### src/rtl/i2c_single_reg_master.sv
// Single-master I2C controller: one-byte write or read against a single-register
// slave at DEV_ADDR. Drives open-drain SCL/SDA through o/t pairs (o == t, 1 = release).
// Command handshake: a command transfers on a cycle where cmd_valid && cmd_ready are
// both high; cmd_ready is high only in IDLE. rsp_valid is a one-cycle pulse with no
// backpressure, issued on the cycle the FSM re-enters IDLE.
module i2c_single_reg_master #(
  parameter logic [6:0] DEV_ADDR = 7'h70,
  parameter int         PRESCALE = 250
) (
  input  logic       clk,
  input  logic       rst_n,
  input  logic       scl_i,
  output logic       scl_o,
  output logic       scl_t,
  input  logic       sda_i,
  output logic       sda_o,
  output logic       sda_t,
  input  logic       cmd_valid,
  output logic       cmd_ready,
  input  logic       cmd_read,
  input  logic [7:0] cmd_wdata,
  output logic       rsp_valid,
  output logic [7:0] rsp_rdata,
  output logic       rsp_nack,
  output logic       busy,
  output logic [2:0] dbg_state
);

  localparam int QW = (PRESCALE > 1) ? $clog2(PRESCALE) : 1;
  localparam logic [QW-1:0] QMAX = QW'(PRESCALE - 1);

  typedef enum logic [2:0] {
    S_IDLE, S_START, S_ADDR, S_ACK, S_WDATA, S_RDATA, S_STOP
  } state_t;

  state_t          r_state;
  state_t          r_ack_of;     // which byte the current ACK slot follows
  logic [QW-1:0]   r_qcnt;
  logic [1:0]      r_ph;
  logic [2:0]      r_bcnt;
  logic [7:0]      r_shift;
  logic [7:0]      r_wdata;
  logic [7:0]      r_rd;
  logic            r_read;
  logic            r_nack;
  logic            r_scl_o;
  logic            r_sda_o;
  logic            r_cmd_ready;
  logic            r_busy;
  logic            r_rsp_valid;
  logic            r_rsp_nack;
  logic [7:0]      r_rsp_rdata;
  logic            r_scl_s1, r_scl_s2;
  logic            r_sda_s1, r_sda_s2;

  logic            w_bit_state;
  logic            w_hold;
  logic            w_sample;

  assign w_bit_state = (r_state == S_ADDR) || (r_state == S_WDATA) ||
                       (r_state == S_RDATA) || (r_state == S_ACK);
  // The last count of a released-SCL quarter waits until the synced line is seen high.
  assign w_hold   = (r_qcnt == QMAX) && !r_scl_s2 &&
                    ((w_bit_state && (r_ph == 2'd2)) || ((r_state == S_STOP) && (r_ph == 2'd1)));
  assign w_sample = (r_qcnt == '0) && (r_ph == 2'd3);

  assign scl_o     = r_scl_o;
  assign scl_t     = r_scl_o;
  assign sda_o     = r_sda_o;
  assign sda_t     = r_sda_o;
  assign cmd_ready = r_cmd_ready;
  assign busy      = r_busy;
  assign rsp_valid = r_rsp_valid;
  assign rsp_nack  = r_rsp_nack;
  assign rsp_rdata = r_rsp_rdata;
  assign dbg_state = r_state;

  // Two-flop synchronizers for the pad inputs; idle bus reads high.
  always_ff @(posedge clk or negedge rst_n) begin
    if (!rst_n) begin
      r_scl_s1 <= 1'b1;
      r_scl_s2 <= 1'b1;
      r_sda_s1 <= 1'b1;
      r_sda_s2 <= 1'b1;
    end else begin
      r_scl_s1 <= scl_i;
      r_scl_s2 <= r_scl_s1;
      r_sda_s1 <= sda_i;
      r_sda_s2 <= r_sda_s1;
    end
  end

  // Transaction FSM: quarter-phase timing, bit shifting and registered line/response outputs.
  always_ff @(posedge clk or negedge rst_n) begin
    if (!rst_n) begin
      r_state     <= S_IDLE;
      r_ack_of    <= S_ADDR;
      r_qcnt      <= '0;
      r_ph        <= 2'd0;
      r_bcnt      <= 3'd0;
      r_shift     <= 8'h00;
      r_wdata     <= 8'h00;
      r_rd        <= 8'h00;
      r_read      <= 1'b0;
      r_nack      <= 1'b0;
      r_scl_o     <= 1'b1;
      r_sda_o     <= 1'b1;
      r_cmd_ready <= 1'b1;
      r_busy      <= 1'b0;
      r_rsp_valid <= 1'b0;
      r_rsp_nack  <= 1'b0;
      r_rsp_rdata <= 8'h00;
    end else begin
      r_rsp_valid <= 1'b0;
      if (r_state == S_IDLE) begin
        r_qcnt <= '0;
        r_ph   <= 2'd0;
        if (cmd_valid && r_cmd_ready) begin
          r_state     <= S_START;
          r_shift     <= {DEV_ADDR, cmd_read};
          r_wdata     <= cmd_wdata;
          r_read      <= cmd_read;
          r_nack      <= 1'b0;
          r_cmd_ready <= 1'b0;
          r_busy      <= 1'b1;
        end
      end else begin
        if (w_sample && (r_state == S_RDATA)) begin
          r_rd <= {r_rd[6:0], r_sda_s2};
        end
        if (w_sample && (r_state == S_ACK) && (r_ack_of != S_RDATA) && r_sda_s2) begin
          r_nack <= 1'b1;
        end
        if (w_hold) begin
          r_qcnt <= r_qcnt;
        end else if (r_qcnt != QMAX) begin
          r_qcnt <= r_qcnt + 1'b1;
        end else begin
          r_qcnt <= '0;
          r_ph   <= r_ph + 2'd1;
          case (r_state)
            S_START: begin
              if (r_ph == 2'd0) r_sda_o <= 1'b0;
              if (r_ph == 2'd2) begin
                r_state <= S_ADDR;
                r_ph    <= 2'd0;
                r_bcnt  <= 3'd7;
                r_scl_o <= 1'b0;
                r_sda_o <= r_shift[7];
              end
            end
            S_ADDR, S_WDATA, S_RDATA: begin
              if (r_ph == 2'd1) r_scl_o <= 1'b1;
              if (r_ph == 2'd3) begin
                r_scl_o <= 1'b0;
                if (r_bcnt == 3'd0) begin
                  r_state  <= S_ACK;
                  r_ack_of <= r_state;
                  r_sda_o  <= 1'b1;
                end else begin
                  r_bcnt  <= r_bcnt - 1'b1;
                  r_shift <= {r_shift[6:0], 1'b0};
                  r_sda_o <= (r_state == S_RDATA) ? 1'b1 : r_shift[6];
                end
              end
            end
            S_ACK: begin
              if (r_ph == 2'd1) r_scl_o <= 1'b1;
              if (r_ph == 2'd3) begin
                r_scl_o <= 1'b0;
                r_bcnt  <= 3'd7;
                if ((r_ack_of == S_ADDR) && !r_nack) begin
                  if (r_read) begin
                    r_state <= S_RDATA;
                    r_sda_o <= 1'b1;
                  end else begin
                    r_state <= S_WDATA;
                    r_shift <= r_wdata;
                    r_sda_o <= r_wdata[7];
                  end
                end else begin
                  r_state <= S_STOP;
                  r_sda_o <= 1'b0;
                end
              end
            end
            S_STOP: begin
              if (r_ph == 2'd0) r_scl_o <= 1'b1;
              if (r_ph == 2'd1) r_sda_o <= 1'b1;
              if (r_ph == 2'd2) begin
                r_state     <= S_IDLE;
                r_ph        <= 2'd0;
                r_rsp_valid <= 1'b1;
                r_rsp_nack  <= r_nack;
                if (r_read && !r_nack) r_rsp_rdata <= r_rd;
                r_busy      <= 1'b0;
                r_cmd_ready <= 1'b1;
              end
            end
            default: r_state <= S_IDLE;
          endcase
        end
      end
    end
  end

endmodule

### config.mk
export PLATFORM = sky130hd
export DESIGN_NAME = i2c_single_reg_master
export DESIGN_NICKNAME = d
export VERILOG_FILES = /design/src/rtl/i2c_single_reg_master.sv
export SDC_FILE = /design/constraint.sdc
export NUM_CORES = 1
export LEC_CHECK = 0
export BUFFER_PORTS_ARGS = -buffer_cell sky130_fd_sc_hd__buf_2
export CAP_MARGIN = 0
export CORE_UTILIZATION = 61
export CTS_BUF_LIST = sky130_fd_sc_hd__clkbuf_4
export CTS_CLUSTER_SIZE = 30
export DETAILED_ROUTE_END_ITERATION = 12
export PLACE_DENSITY_LB_ADDON = 0.25
export RECOVER_POWER = 50
export SLEW_MARGIN = 10
export SYNTH_ARGS = -nofsm -noshare
export SYNTH_HDL_FRONTEND = slang
export SYNTH_SLANG_ARGS = --single-unit
export TNS_END_PERCENT = 100
### constraint.sdc
create_clock -name clk -period 3.02 [get_ports clk]
set_input_delay 0.604 -clock clk [delete_from_list [all_inputs] [get_ports clk]]
set_output_delay 0.604 -clock clk [all_outputs]
set_load 0.03 [all_outputs]
After elaboration in Yosys (flattened, before gate mapping)

Cells that the tools add are included.

Logic and storage cells: 171
Memory bits (read-only): 0
Bits of input ports: 14
Memory bits (writable): 0
Latch bits: 0
Memories: 0
Bits in registers: 63
Output and inout port bits: 19

Bitwise gates (word level): 3
Multiply operators: 0
Add/sub/neg operators: 3
Equality and inequality tests: 32
Divide/modulo/power cells: 0
Reductions and logical operators: 45
Shift operators: 0
$lt $le $gt $ge: 0
Muxes and demuxes: 67

Operator list:

| cell                                                  | count |
|---|---|
| 2-to-1 mux 8 bit                                      | 12 |
| 2-to-1 mux 3 bit                                      | 14 |
| 2-to-1 mux 1 bit                                      | 31 |
| inequality test 3 bit, second input constant          | 8 |
| AND reduction 8 bit                                   | 3 |
| one-hot mux 8 bit (2 select lines)                    | 1 |
| logical AND 1 bit                                     | 12 |
| one-hot mux 3 bit (4 select lines)                    | 1 |
| AND reduction 6 bit                                   | 2 |
| 2-to-1 mux 2 bit                                      | 5 |
| inequality test 2 bit, second input constant          | 5 |
| AND reduction 5 bit                                   | 2 |
| == test 3 x 2 -> 1 bit, second input constant         | 3 |
| == test 3 bit, second input constant                  | 3 |
| one-hot mux 3 bit (3 select lines)                    | 1 |
| AND reduction 9 bit                                   | 1 |
| nonzero test 3 bit                                    | 3 |
| adder 8 x 1 -> 8 bit, second input constant           | 1 |
| == test 8 bit, second input constant                  | 1 |
| logical NOT 8 bit                                     | 1 |
| inequality test 2 x 1 -> 1 bit, second input constant | 4 |
| inequality test 8 bit, second input constant          | 1 |
| AND reduction 2 bit                                   | 4 |
| AND reduction 7 bit                                   | 1 |
| other kinds (19)                                      | 30 |

Longest topological paths before layout

Depth after elaboration: 9
Depth in mapped cells: 8
Gate-level depth less buffers: 7

Least setup slack after synthesis

OpenSTA, ideal clock, no wires.

Kind: register -> register
From: reg r_ack_of[1]
To: reg r_shift[0]
Clock period less this slack: 2164 ps
Path buffers: 1
Setup time: 125 ps
Required time: 2895 ps
Arrival time: 2039 ps
Path slack: 856 ps
Cell stages (with the launch flop): 7
Cell sequence: dfstp_2 > or4b_4 > o32a_1 > o22ai_1 > and3b_1 > buf_6 > mux2_4

Longest elaborated chain between the ends: 4

RTL lines:

| what                                     | line | text |
|---|---|---|
| start, declared                          | 37   | `state_t r_ack_of;` |
| start signal, assigned                   | 158  | `r_ack_of <= r_state;` |
| == test 3 x 2 -> 1 bit                   | 172  | `if ((r_ack_of == S_ADDR) && !r_nack) begin` |
| logical AND 1 bit                        | 172  |  |
| inequality test 3 x 2 -> 1 bit (no line) | n/a  |  |
| AND reduction 9 bit (no line)            | n/a  |  |
| end signal, assigned                     | 120  | `r_shift <= {DEV_ADDR, cmd_read};` |
| end signal, assigned                     | 162  | `r_shift <= {r_shift[6:0], 1'b0};` |
| end signal, assigned                     | 178  | `r_shift <= r_wdata;` |
| end, declared                            | 41   | `logic [7:0] r_shift;` |

No other way between the ends.
A chain may end at the register's enable or synchronous reset.

Final worst setup path

Same ends and word-level chain as after synthesis.

==> report_table.html <==
<table>
<tr><th>Metric</th><th>Value</th></tr>
<tr><th colspan="2">Status</th></tr>
<tr><td>Status</td><td>finished, violations left</td></tr>
<tr><td>Violated checks</td><td>max-capacitance violations, max-slew violations</td></tr>
<tr><th colspan="2">Worst hold path</th></tr>
<tr><td>Hold EP</td><td>r_scl_s1$_DFF_PN1_</td></tr>
<tr><td>Hold crit path type</td><td>primary input to register</td></tr>
<tr><td>Hold Path Stages</td><td>1</td></tr>
<tr><td>Hold path startpoint</td><td>scl_i</td></tr>
<tr><th colspan="2">GRT</th></tr>
<tr><td>Vias in the first global route</td><td>~2200</td></tr>
<tr><td>Wire length of the first global-routing pass</td><td>10200 µm</td></tr>
<tr><td>GRT Overall Usage</td><td>0.249</td></tr>
<tr><td>Number of antenna violations at the first check in global routing</td><td>0</td></tr>
<tr><td>Largest net degree at the start of global routing</td><td>64</td></tr>
<tr><td>Aggregate global routing overflow</td><td>0</td></tr>
<tr><th colspan="2">Cells and area</th></tr>
<tr><td>Combined area of the multi-input logic cells</td><td>approximately 0.0015 mm²</td></tr>
<tr><td>Fin nets</td><td>approximately 340</td></tr>
<tr><td>Seq. cell area</td><td>between 0.0015 and 0.002 mm²</td></tr>
<tr><td>Fraction of final layout cells with drive strength greater than 1</td><td>0.227</td></tr>
<tr><td>Area growth syn-to-layout</td><td>10.7%</td></tr>
<tr><td>Final antenna diode count</td><td>0</td></tr>
<tr><td>Final instance count without filler cells</td><td>400</td></tr>
<tr><td>Number of fill cells</td><td>382</td></tr>
<tr><td>Fin area</td><td>between 0.003 and 0.004 mm²</td></tr>
<tr><th colspan="2">STA</th></tr>
<tr><td>Actual slew at the worst max-slew pin</td><td>1.52 ns</td></tr>
<tr><td>Accumulated negative setup slack</td><td>0 ns</td></tr>
<tr><td>Fmax</td><td>402 MHz</td></tr>
<tr><td>Count of final hold-check violations</td><td>0</td></tr>
<tr><td>Post-layout minimum cycle time</td><td>2.49 ns</td></tr>
<tr><td>Worst slew margin</td><td>-0.0106</td></tr>
<tr><td>Final cycle utilization of the critical path</td><td>0.824</td></tr>
<tr><td>Count of final max-slew check failures</td><td>between 60 and 70</td></tr>
<tr><td>Final setup violation count</td><td>0</td></tr>
<tr><td>Max Clock Skew</td><td>about 0.010 ns</td></tr>
<tr><td>RSZ-0062 raised after global routing</td><td>no</td></tr>
<tr><th colspan="2">Worst setup path</th></tr>
<tr><td>RR Endpoint</td><td>r_shift[0]$_DFFE_PN0P_</td></tr>
<tr><td>Critical path start-end classification</td><td>register to register</td></tr>
<tr><td>Startpoint of the worst register-to-register path</td><td>r_ack_of[1]$_DFFE_PN1P_</td></tr>
<tr><td>CP max stage delay</td><td>0.54 ns</td></tr>
<tr><td>Cell class contributing the biggest share of worst-path delay</td><td>simple AND/OR/NAND/NOR gates</td></tr>
<tr><td>Cell count of the worst reg-to-reg path</td><td>5</td></tr>
<tr><td>Ordered list of cells on the worst path</td><td>or4b_4 &gt; o32a_1 &gt; o22ai_1 &gt; and3b_1 &gt; mux2_4</td></tr>
<tr><td>Crit. End Element</td><td>register</td></tr>
<tr><td>Critical path arrival</td><td>approximately 2.8 ns</td></tr>
<tr><td>Category of the worst setup path launch point</td><td>register</td></tr>
<tr><td>Setup slack on the worst flop-to-flop path</td><td>approximately 0.53 ns</td></tr>
<tr><td>Crit path buf inv count</td><td>0</td></tr>
<tr><td>CP max FO</td><td>8</td></tr>
<tr><td>Required time at the worst-slack endpoint</td><td>between 3 and 4 ns</td></tr>
<tr><td>Worst path slowest cell</td><td>sky130_fd_sc_hd__dfstp_2</td></tr>
<tr><th colspan="2">Detailed routing</th></tr>
<tr><td>Vias</td><td>around 2300</td></tr>
<tr><td>Remaining number of nets flagged by the antenna check after routing</td><td>0</td></tr>
<tr><td>DRC violations left</td><td>0</td></tr>
<tr><td>Routed WL per cell</td><td>15.3 µm</td></tr>
<tr><td>Final wirelength</td><td>between 6000 and 7000 µm</td></tr>
<tr><td>Mean number of vias per cell</td><td>slightly below 6</td></tr>
<tr><td>DRC violation total after the first TritonRoute iteration</td><td>~180</td></tr>
<tr><td>Drt pass-1 iters</td><td>5</td></tr>
<tr><th colspan="2">Logic synthesis</th></tr>
<tr><td>Post-Syn Area</td><td>0.00322 mm²</td></tr>
<tr><td>Cell types with the largest area share after synthesis</td><td>sky130_fd_sc_hd__dfrtp_1, sky130_fd_sc_hd__mux2_1, sky130_fd_sc_hd__dfstp_2, sky130_fd_sc_hd__nand2_1, sky130_fd_sc_hd__mux2_2</td></tr>
<tr><td>Async set-reset flop share out of synthesis</td><td>1.00</td></tr>
<tr><td>Gate Count Post-Synth</td><td>293</td></tr>
<tr><td>Count of distinct cell types in the synthesized netlist</td><td>roughly 60</td></tr>
<tr><td>Net count after synthesis</td><td>312</td></tr>
<tr><td>Number of enable-type register cells in the synthesized netlist</td><td>0</td></tr>
<tr><td>Post-synth top area share</td><td>0.428</td></tr>
<tr><td>Top cells by instance count after synthesis</td><td>sky130_fd_sc_hd__dfrtp_1, sky130_fd_sc_hd__nand2_1, sky130_fd_sc_hd__mux2_1</td></tr>
<tr><td>Seq cells post-synth</td><td>63</td></tr>
<tr><td>Yosys synthesis warning count</td><td>0</td></tr>
<tr><td>Yosys top cell by area</td><td>sky130_fd_sc_hd__dfrtp_1</td></tr>
<tr><td>Post-Synthesis Mean Instance Area</td><td>11.0 µm²</td></tr>
<tr><td>Commonest register cell after synthesis</td><td>sky130_fd_sc_hd__dfrtp_1</td></tr>
<tr><td>Most frequent cell after synthesis</td><td>sky130_fd_sc_hd__dfrtp_1</td></tr>
<tr><td>Sequential fraction of the synthesis area</td><td>0.493</td></tr>
<tr><th colspan="2">Placed design</th></tr>
<tr><td>Routability Congestion</td><td>between 0.8 and 0.9</td></tr>
<tr><td>Area after detailed placement</td><td>roughly 0.0034 mm²</td></tr>
<tr><td>Input/output buffers</td><td>32</td></tr>
<tr><td>Total half-perimeter wirelength after legalization and detailed placement</td><td>~4200 µm</td></tr>
<tr><td>Cells after DPL</td><td>between 300 and 400</td></tr>
<tr><th colspan="2">Clocking</th></tr>
<tr><td>Cells resized by post-CTS repair</td><td>0</td></tr>
<tr><td>Clock latency reported for the late side of the worst-skew pair</td><td>roughly 0.40 ns</td></tr>
<tr><td>Number of buffers inserted by post-CTS setup repair</td><td>0</td></tr>
<tr><td>Cts bufs inserted</td><td>9</td></tr>
<tr><td>Clock slew at the register clock pins of the worst setup and hold paths</td><td>0.11 ns</td></tr>
<tr><td>TritonCTS clock tree</td><td>done</td></tr>
<tr><td>Root buf cell</td><td>sky130_fd_sc_hd__clkbuf_4</td></tr>
<tr><td>Clock Tree Buf Depth</td><td>2</td></tr>
<tr><td>Sinks on the clock net</td><td>63</td></tr>
<tr><td>Count of hold-fix buffers inserted at cts</td><td>0</td></tr>
<tr><td>Htree depth</td><td>3</td></tr>
<tr><th colspan="2">Floorplan</th></tr>
<tr><td>Number of rows created at floorplan</td><td>26</td></tr>
<tr><td>Die height</td><td>around 75 µm</td></tr>
<tr><td>Die outline area</td><td>between 0.005 and 0.006 mm²</td></tr>
<tr><td>Core region area</td><td>0.00511 mm²</td></tr>
<tr><td>Die width</td><td>approximately 75 µm</td></tr>
<tr><td>Initial cell density of the core</td><td>0.630</td></tr>
<tr><td>Ports placed on the boundary</td><td>33</td></tr>
<tr><th colspan="2">Pwr</th></tr>
<tr><td>Leak Pwr</td><td>between 1.5 and 2 nW</td></tr>
<tr><td>Highest ir drop seen on vdd</td><td>just under 700 µV</td></tr>
<tr><td>Total power divided by cell area</td><td>about 730 mW/mm²</td></tr>
<tr><th colspan="2">Job</th></tr>
<tr><td>Max-cap check violation count</td><td>1</td></tr>
</table>
## sequential cells by signal, summed over array words and instances (netlist names), 2 cells and up
register and count:
r_qcnt 8, r_ack_of 3, r_rd 8, r_bcnt 3, dbg_state 3, r_shift 8
rsp_rdata 8, r_wdata 8, r_ph 2
## layer usage
| layer | routed length [µm] | global-route usage |
|---|---|---|
| met1 | 2780 | 0.333 |
| met2 | 3020 | 0.398 |
| met3 | 283 | 0.0589 |
| met4 | 48 | 0.0901 |
| met5 | 0 | 0 |
## placed cells by master (no fill, tap or decap), types with 2 or more instances in the layout
master / instances
sky130_fd_sc_hd__dfrtp_1: 55
sky130_fd_sc_hd__nand2_1: 29
sky130_fd_sc_hd__buf_2: 27
sky130_fd_sc_hd__mux2_1: 25
sky130_fd_sc_hd__nor2_1: 19
sky130_fd_sc_hd__a21oi_1: 12
sky130_fd_sc_hd__inv_1: 9
sky130_fd_sc_hd__clkbuf_4: 9
sky130_fd_sc_hd__nand2b_1: 8
sky130_fd_sc_hd__nand3_1: 8
sky130_fd_sc_hd__mux2_2: 8
sky130_fd_sc_hd__dfstp_2: 8
sky130_fd_sc_hd__o21ai_0: 7
sky130_fd_sc_hd__o21ai_1: 6
sky130_fd_sc_hd__mux2_4: 6
sky130_fd_sc_hd__nor2b_1: 5
sky130_fd_sc_hd__o211ai_1: 5
sky130_fd_sc_hd__ha_1: 5
sky130_fd_sc_hd__clkbuf_1: 5
sky130_fd_sc_hd__nor3_1: 4
sky130_fd_sc_hd__o22ai_1: 4
sky130_fd_sc_hd__xor2_1: 4
sky130_fd_sc_hd__nand3b_1: 3
sky130_fd_sc_hd__nor3_2: 3
sky130_fd_sc_hd__o31ai_1: 3
sky130_fd_sc_hd__mux2i_1: 3
sky130_fd_sc_hd__a22o_1: 3
sky130_fd_sc_hd__buf_4: 3
sky130_fd_sc_hd__nor4_1: 2
sky130_fd_sc_hd__or3b_1: 2
sky130_fd_sc_hd__a21o_1: 2
sky130_fd_sc_hd__or3_1: 2
sky130_fd_sc_hd__a31oi_1: 2
sky130_fd_sc_hd__and3_1: 2
sky130_fd_sc_hd__bufinv_16: 2
sky130_fd_sc_hd__clkinvlp_4: 2
sky130_fd_sc_hd__clkinv_1: 2
## per-stage QoR
step	utilization	setup WS, ns	hold slack (ns)	total power (W)
2_1_floorplan	-	0.856	0.308	0.00177
3_3_place_gp	0.669	0.622	0.346	0.00195
3_5_place_dp	0.669	0.557	0.347	0.00199
4_1_cts	0.699	0.548	0.268	0.00262
5_1_grt	0.698	0.396	0.263	0.00278
6_report	0.698	0.532	0.291	0.00261
## area by class of cell
type | instances | share of cell area
clock inverters | 7 | 0.0246
well taps | 70 | 0.0246
inverters | 10 | 0.0105
repair buffers | 36 | 0.0509
flip-flops and latches | 63 | 0.445
clock buffers | 9 | 0.0190
multi-input cells | 205 | 0.425
## logic make-up (layout without fill, tap and decap cells)
| family | after synthesis | after routing | share of synthesized area |
|---|---|---|---|
| adder cells (fa/ha/maj) | 5 | 5 | 0.0194 |
| AO/OA/AOI/OAI | 56 | 56 | 0.122 |
| XOR/XNOR | 5 | 5 | 0.0136 |
| buffers and inverters | 25 | 62 | 0.0362 |
| AND/OR/NAND/NOR | 97 | 97 | 0.163 |
| multiplexers | 42 | 42 | 0.153 |
| flip-flops | 63 | 63 | 0.493 |
## worst reg2reg max path: cells and delay by family, from the launching register on
family | cells | cell delay [ns]
AO/OA/AOI/OAI | 2 | 0.48
multiplexers | 1 | 0.35
AND/OR/NAND/NOR | 2 | 1.01
flip-flops | 1 | 0.54
## where the power goes
| group | internal [W] | switching (W) |
|---|---|---|
| clock | 0.000329 | 0.000304 |
| combinational | 0.000348 | 0.000474 |
| sequential | 0.000990 | 0.000168 |
## worst max path at each step
| stage | from | to | cells after the start |
|---|---|---|---|
| finish | r_ack_of[1]$_DFFE_PN1P_ | r_shift[0]$_DFFE_PN0P_ | 5 |
| global route | r_qcnt[1]$_DFFE_PN0P_ | r_bcnt[0]$_DFFE_PN0P_ | 7 |
| CTS | r_ack_of[1]$_DFFE_PN1P_ | r_shift[2]$_DFFE_PN0P_ | 5 |
| detailed placement | r_ack_of[1]$_DFFE_PN1P_ | r_shift[2]$_DFFE_PN0P_ | 5 |
| global placement | r_ack_of[1]$_DFFE_PN1P_ | r_shift[3]$_DFFE_PN0P_ | 5 |
| floorplan | r_ack_of[1]$_DFFE_PN1P_ | r_shift[0]$_DFFE_PN0P_ | 6 |
No activity file was read; power rests on OpenSTA's default activity.
